**config.mk**
```make
export PLATFORM = sky130hd
export DESIGN_NAME = input_shift_sequencer
export DESIGN_NICKNAME = d
export VERILOG_FILES = /design/src/rtl/input_shift_sequencer.sv
export SDC_FILE = /design/constraint.sdc
export NUM_CORES = 1
export LEC_CHECK = 0
export CAP_MARGIN = 20
export CORE_ASPECT_RATIO = 0.8
export CORE_MARGIN = 5
export CORE_UTILIZATION = 30
export CTS_CLUSTER_DIAMETER = 30
export DETAILED_ROUTE_END_ITERATION = 8
export GPL_TIMING_DRIVEN = 0
export PLACE_DENSITY = 0.55
export SLEW_MARGIN = 20
export SYNTH_ARGS = -nofsm -noshare
export SYNTH_HDL_FRONTEND = slang
export SYNTH_SLANG_ARGS = --single-unit
export TNS_END_PERCENT = 1
```
**constraint.sdc**
```tcl
create_clock -name clk -period 4.6 [get_ports clk]
set_input_delay 0.92 -clock clk [delete_from_list [all_inputs] [get_ports clk]]
set_output_delay 0.92 -clock clk [all_outputs]
set_load 0.01 [all_outputs]
```
**src/rtl/input_shift_sequencer.sv**
```systemverilog
// Handshaked sequencer for the Viterbi input shift buffer and 2-bit symbol splitter.
// Optional stall counter output enabled by defining INPUT_SEQ_STALL_CNT_EN.
module input_shift_sequencer #(
   parameter int DATA_W = 16,
   parameter int SLOTS  = 8,
   parameter int PTR_W  = 3
) (
   input  logic              clk,
   input  logic              rst,
   input  logic              enable,
   input  logic              flush,
   input  logic              in_valid,
   input  logic [DATA_W-1:0] in_data,
   output logic              in_ready,
   output logic [SLOTS-1:0]  wr_en,
   output logic [DATA_W-1:0] wr_data,
   output logic              split_en,
   output logic [PTR_W-1:0]  split_phase,
   output logic              out_valid,
   output logic              frame_start,
`ifdef INPUT_SEQ_STALL_CNT_EN
   output logic              busy,
   output logic [7:0]        stall_cnt
`else
   output logic              busy
`endif
);

   typedef enum logic [1:0] {
      IDLE  = 2'd0,
      FILL  = 2'd1,
      RUN   = 2'd2,
      DRAIN = 2'd3
   } state_t;

   localparam logic [PTR_W-1:0] LAST_SLOT  = PTR_W'(SLOTS - 1);
   localparam logic [PTR_W-1:0] LAST_DRAIN = PTR_W'(SLOTS - 2);
   localparam logic [SLOTS-1:0] SLOT0_MASK = SLOTS'(1);

   state_t           state;
   logic [PTR_W-1:0] wr_ptr;
   logic [PTR_W-1:0] phase;
   logic [PTR_W-1:0] drain_cnt;
   logic             accept;

   // Flush wins over a same-cycle word so the drain never sees a half-written slot.
   assign in_ready = ((state == FILL) || (state == RUN)) && !flush;
   assign accept   = in_valid && in_ready;
   assign busy     = (state != IDLE);

   always_ff @(posedge clk or posedge rst) begin
      if (rst) begin
         // NOTE: every registered strobe is cleared here too, so nothing fires after reset release.
         state       <= IDLE;
         wr_ptr      <= '0;
         phase       <= '0;
         drain_cnt   <= '0;
         wr_en       <= '0;
         wr_data     <= '0;
         split_en    <= 1'b0;
         split_phase <= '0;
         out_valid   <= 1'b0;
         frame_start <= 1'b0;
      end else begin
         // NOTE: non-blocking throughout; out_valid must see the previous split_en, not this cycle's.
         wr_en       <= '0;
         split_en    <= 1'b0;
         frame_start <= 1'b0;
         out_valid   <= split_en;
         unique case (state)
            IDLE: begin
               if (enable) begin
                  state  <= FILL;
                  wr_ptr <= '0;
                  phase  <= '0;
               end
            end
            FILL: begin
               if (flush) begin
                  state  <= IDLE;
                  wr_ptr <= '0;
                  phase  <= '0;
               end else if (accept) begin
                  wr_en   <= SLOT0_MASK << wr_ptr;
                  wr_data <= in_data;
                  wr_ptr  <= wr_ptr + 1'b1;
                  if (wr_ptr == LAST_SLOT) state <= RUN;
               end
            end
            RUN: begin
               if (flush) begin
                  state     <= DRAIN;
                  drain_cnt <= '0;
               end else if (accept) begin
                  wr_en       <= SLOT0_MASK << wr_ptr;
                  wr_data     <= in_data;
                  split_en    <= 1'b1;
                  split_phase <= phase;
                  frame_start <= (phase == '0);
                  wr_ptr      <= wr_ptr + 1'b1;
                  phase       <= phase + 1'b1;
               end
            end
            DRAIN: begin
               // Push the SLOTS-1 symbol pairs still held in the splitter.
               split_en    <= 1'b1;
               split_phase <= phase;
               frame_start <= (phase == '0);
               phase       <= phase + 1'b1;
               drain_cnt   <= drain_cnt + 1'b1;
               if (drain_cnt == LAST_DRAIN) begin
                  state  <= IDLE;
                  wr_ptr <= '0;
                  phase  <= '0;
               end
            end
            default: state <= IDLE;
         endcase
      end
   end

`ifdef INPUT_SEQ_STALL_CNT_EN
   always_ff @(posedge clk or posedge rst) begin
      if (rst) begin
         stall_cnt <= '0;
      end else if ((state == IDLE) && enable) begin
         stall_cnt <= '0;
      end else if ((state == RUN) && !in_valid && (stall_cnt != 8'hFF)) begin
         stall_cnt <= stall_cnt + 8'd1;
      end
   end
`endif

endmodule

```
# ---- After elaboration in Yosys (flattened, before gate mapping)
# Cells that the tools add are included.
dict set report op_classes {
  shift 1
  muxes 31
  eq_ne 13
  bitwise_logic 1
  n_addsub 3
  n_reduce_logical 15
}
# op count
set ops {}
lappend ops {{$mux 3} 11}
lappend ops {{$mux 8} 3}
lappend ops {{$pmux 3 s4} 2}
lappend ops {{$mux 2} 6}
lappend ops {{$ne 2x2->1 const B} 6}
lappend ops {{$pmux 3 s2} 2}
lappend ops {{$add 3x1->3 const B} 3}
lappend ops {{$reduce_and 3->1} 3}
lappend ops {{$pmux 2 s4} 1}
lappend ops {{$shl 1x3->8 const A} 1}
lappend ops {{$eq 3x3->1 const B} 2}
lappend ops {{$reduce_and 5->1} 1}
lappend ops {{$eq 2x2->1 const B} 2}
lappend ops {{$mux 1} 4}
lappend ops {{$pmux 1 s2} 2}
lappend ops {{$reduce_and 4->1} 1}
lappend ops {{$reduce_bool 2->1} 2}
lappend ops {{$logic_not 3->1} 1}
lappend ops {{$ne 3x2->1 const B} 1}
lappend ops {{$ne 3x3->1 const B} 1}
lappend ops {{$eq 2x1->1 const B} 1}
lappend ops {{$logic_and 1x1->1} 2}
lappend ops {{$logic_not 2->1} 1}
lappend ops {{$reduce_and 2->1} 1}
lappend ops {{4 further kinds} 4}
dict set report word_totals {
  elab_cells 74
  register_bits 41
  in_bits 21
  output_inout_bits 32
}

# ---- Depth between registers and ports, before layout
dict set report logic_depth {
  word_depth 7
  depth_mapped 7
  mapped_depth_nobuf 6
}

# ---- Worst setup path after synthesis
# Ideal clock, no wire load.
dict set report synth_timing {
  kind {input -> output}
  start {input flush}
  end {output in_ready}
  path_slack_ns 2.428
  stages 2
  t_arrival_ns 1.252
  required_time_ns 3.680
  n_path_buf 1
  cell_sequence {buf_6 > and2b_1}
}
dict set report synth_via {
  elab_chain_cells 2
}
# item line_no
set synth_rtl {}
lappend synth_rtl {{start: declaration} 11} ;# input logic flush,
lappend synth_rtl {{$logic_not 1->1} 47} ;# assign in_ready = ((state == FILL) || (state == RUN)) && !flush;
lappend synth_rtl {{$logic_and 1x1->1} 47}
lappend synth_rtl {{end: declaration} 14} ;# output logic in_ready,
# No other way between the ends.

# ---- Final worst setup path
dict set report layout_timing {
  start {register state[0]}
  end {output in_ready}
}
dict set report layout_via {
  elab_chain_cells 3
  word_cells_on_any_way 4
  cone_classes {eq/ne: 2; reduce/logical: 2}
}
# item line_no
set layout_rtl {}
lappend layout_rtl {{start: declaration} 40} ;# state_t state;
lappend layout_rtl {{start signal: assignment} 54} ;# state <= IDLE;
lappend layout_rtl {{start signal: assignment} 73} ;# state <= FILL;
lappend layout_rtl {{start signal: assignment} 80} ;# state <= IDLE;
lappend layout_rtl {{$eq 2x1->1 or $eq 2x2->1 (tied branches)} 47}
lappend layout_rtl {{$logic_or 1x1->1 *} 47}
lappend layout_rtl {{$logic_and 1x1->1 *} 47}
# Mark *: on every way between the ends. The rest lies on a longest branch, timed or not.

==> impl_metrics.csv <==
group,metric,value,unit
worst_setup_path,cp.arrival,1.80,ns
logic_synthesis,synthesis.area,1930,um^2
clocking,post_cts_buffers,0,
die,die_x,99.7,um
worst_setup_path,critPathSlowestCell,"clkdlybuf4s50_1",
place,dp.cells,289,
worst_setup_path,critical_path_class,"flop to output pin",
detailed_routing,drt_pre_antenna_iters,4,
clocking,worstSkewPairLatency,0.28,ns
global_routing,grt_max_degree,25,
die,initial_core_util,0.306,
layout,final_area,2680,um^2
logic_synthesis,synth_area_leader_cell,"dfrtp_1",
die,dieArea,8150,um^2
logic_synthesis,syn_inst,153,
global_routing,grt_remaining_overflow,0,
global_routing,antenna_found_initial,0,
worst_setup_path,start_kind,"flop",
logic_synthesis,ys_seq_elements,41,
sta,maxSlewViolCount,0,
sta,min_period_over_period,0.591,
sta,fmax,0.368,GHz
layout,fillers,602,
layout,layout.area.seq,1030,um^2
clocking,cts-root-buf,"clkbuf_8",
sta,worstMarginPinSlew,0.676,ns
sta,post-route-min-period,2.72,ns
detailed_routing,via_per_inst,4.35,
layout,multi_input_area,805,um^2
clocking,clkTransAtPathRegs,0.08,ns
layout,nets,248,
detailed_routing,ant_nets,0,
detailed_routing,via_count,1292,
logic_synthesis,synth_area_leaders,"dfrtp_1 (53%), ha_1 (9.7%), mux2_2 (9.3%)",
layout,syn2layout_area_growth,39.0,%
place,numPortBuffers,51,
pwr,powerDensity,496,nW/um^2
layout,antenna_cells,0,
sta,setup-tns-final,0,ns
die,ios,53,
logic_synthesis,synth.distinct_cells,34,
clocking,cts.sinks,41,
worst_setup_path,slowest_delay,0.53,ns
logic_synthesis,synth_top_area_frac,0.532,
sta,rsz0062_at_grt,"false",
layout,final_cell_count_no_fill,297,
worst_setup_path,cp.required,3.68,ns
sta,finalSetupViolations,0,
worst_setup_path,cp_cell_sequence,"inv_1 -> ha_1 -> and2b_1 -> clkdlybuf4s50_1",
flow_run,maxCapViolations,0,
die,coreArea,6310,um^2
die,die_y,81.7,um
logic_synthesis,synth_nets,189,
clocking,h-tree-depth,2,
die,rows,26,
logic_synthesis,synth.yosys.seq_area_share,0.532,
sta,hold_viol_final,0,
detailed_routing,remaining_drc_errors,0,
pwr,peakVddDrop,0.164,mV
global_routing,first_global_vias,1353,
detailed_routing,wl_per_cell,13.0,um
global_routing,grt.total_usage,0.106,
sta,hold_ws,0.377,ns
place,gp_routability_congestion,0.713,
worst_hold_path,hp-class,"flop to flop",
logic_synthesis,yosys_warnings,0,
global_routing,grt_pass1_wl,6860,um
detailed_routing,finalWirelength,3850,um
worst_setup_path,worstPathMaxFanout,5,
place,dp_hpwl,3000,um
clocking,postCtsHoldBufs,0,
place,place_area,2560,um^2
pwr,p_leak,1.22,nW
worst_setup_path,endpoint_kind,"output pin",
clocking,clock_path_buffers,2,
sta,max-slew-margin-rel,0.545,
logic_synthesis,synth.avg_cell_area,12.6,um^2
sta,fin_skew,0.00505,ns
clocking,cts_resized,0,
status,status,"complete, no violations",
layout,drive_gt1_frac,0.155,
clocking,numCtsBuffers,5,
clocking,cts_tree,"yes",
detailed_routing,drt-initial-drc-count,45,
sequential cells by signal, summed over array words and instances, names as in the netlist, 3 cells and up, named ones only:
name	cells
drain_cnt	3
phase	3
wr_en	8
wr_data	16
split_phase	3
wr_ptr	3
layout by cell type, fill, tap and decap left out, types with 2 or more instances in the layout:
cell type,synthesis,layout
o21ai_0,6,6
clkbuf_1,2,3
mux2_2,16,16
nand2b_1,3,3
and3_1,7,7
and3b_1,2,2
a21oi_1,2,2
nor2_1,3,3
ha_1,15,15
nor2b_1,2,2
mux2_4,4,4
clkbuf_8,0,6
inv_1,15,14
a221o_1,2,2
nand2_1,5,5
buf_6,2,2
and2_1,2,2
nand3_1,2,2
dfrtp_1,41,41
mux2i_1,5,5
o22ai_1,2,2
o221ai_1,2,2
clkdlybuf4s50_1,0,51
cell usage after synthesis, drive strengths merged:
master and count:
o22ai 2, o2111ai 1, nand2 5, a22o 1, ha 15, nand3 2, inv 15, dfrtp 41
a21o 1, and3b 2, nand4b 1, a221o 2, o32a 1, mux2 20, buf 4, xnor2 1
and2 2, o21a 1, a21boi 1, and3 7, o221ai 2, nor4 1, nor2b 2, o21ai 6
nand2b 3, a21oi 2, nor2 3, clkbuf 2, o211a 1, and2b 1, mux2i 5
worst paths after layout:
check	slack (ns)	start	endpoint	depth (start not counted)
min in group asynchronous	0.94	rst	wr_data[2]$_DFFE_PP0P_	2
min	0.38	split_en$_DFF_PP0_	out_valid$_DFF_PP0_	0
max	1.88	state[0]$_DFFE_PP0P_	in_ready	4
max reg2reg	2.62	state[0]$_DFFE_PP0P_	wr_data[13]$_DFFE_PP0P_	6
min reg2reg	0.38	split_en$_DFF_PP0_	out_valid$_DFF_PP0_	0
max in group asynchronous	3.19	rst	wr_ptr[0]$_DFFE_PP0P_	3
metrics by stage:
stage	worst slack [ns]	utilization	power, mW
3_3_place_gp	1.81	0.403	1.04
3_5_place_dp	1.93	0.406	1.05
6_report	1.88	0.425	1.33
4_1_cts	1.86	0.425	1.35
2_1_floorplan	2.43	-	0.793
5_1_grt	1.75	0.425	1.43
final cells by class:
cell class / count / area share
Sequential cell: 41 / 0.383
Multi-Input combinational cell: 91 / 0.300
Timing Repair Buffer: 52 / 0.198
Tap cell: 84 / 0.0392
Clock buffer: 7 / 0.0322
Inverter: 15 / 0.0210
Buffer: 6 / 0.0159
Clock inverter: 1 / 0.0112
critical path, delay by kind of cell (launching register included):
family	cells	cell delay (ns)
buf+inv	2	0.63
flops	1	0.42
fa+ha+maj	1	0.33
simple gates	1	0.13
cells by family (layout without fill, tap and decap cells):
kind of cell,count (synthesis),in the layout,synth area share
flops,41,41,0.532
simple gates,29,29,0.0869
mux,25,25,0.150
compound gates,21,21,0.0778
buf+inv,21,81,0.0512
fa+ha+maj,15,15,0.0973
xor+xnor,1,1,0.00454
power breakdown:
part,leakage [nW],switching (mW),internal (mW)
Clock,0.0585,0.117,0.177
Combinational,0.637,0.199,0.311
Sequential,0.527,0.0611,0.464
layer usage:
metal | up-vias | track usage | part of all wire
met2 | 33 | 0.156 | 0.41
met5 | - | 0 | 0
met3 | 2 | 0.0323 | 0.054
met1 | 610 | 0.154 | 0.53
li1 | 647 | - | -
met4 | 0 | 0.0205 | 0.0029
(Power assumes the default switching activity.)
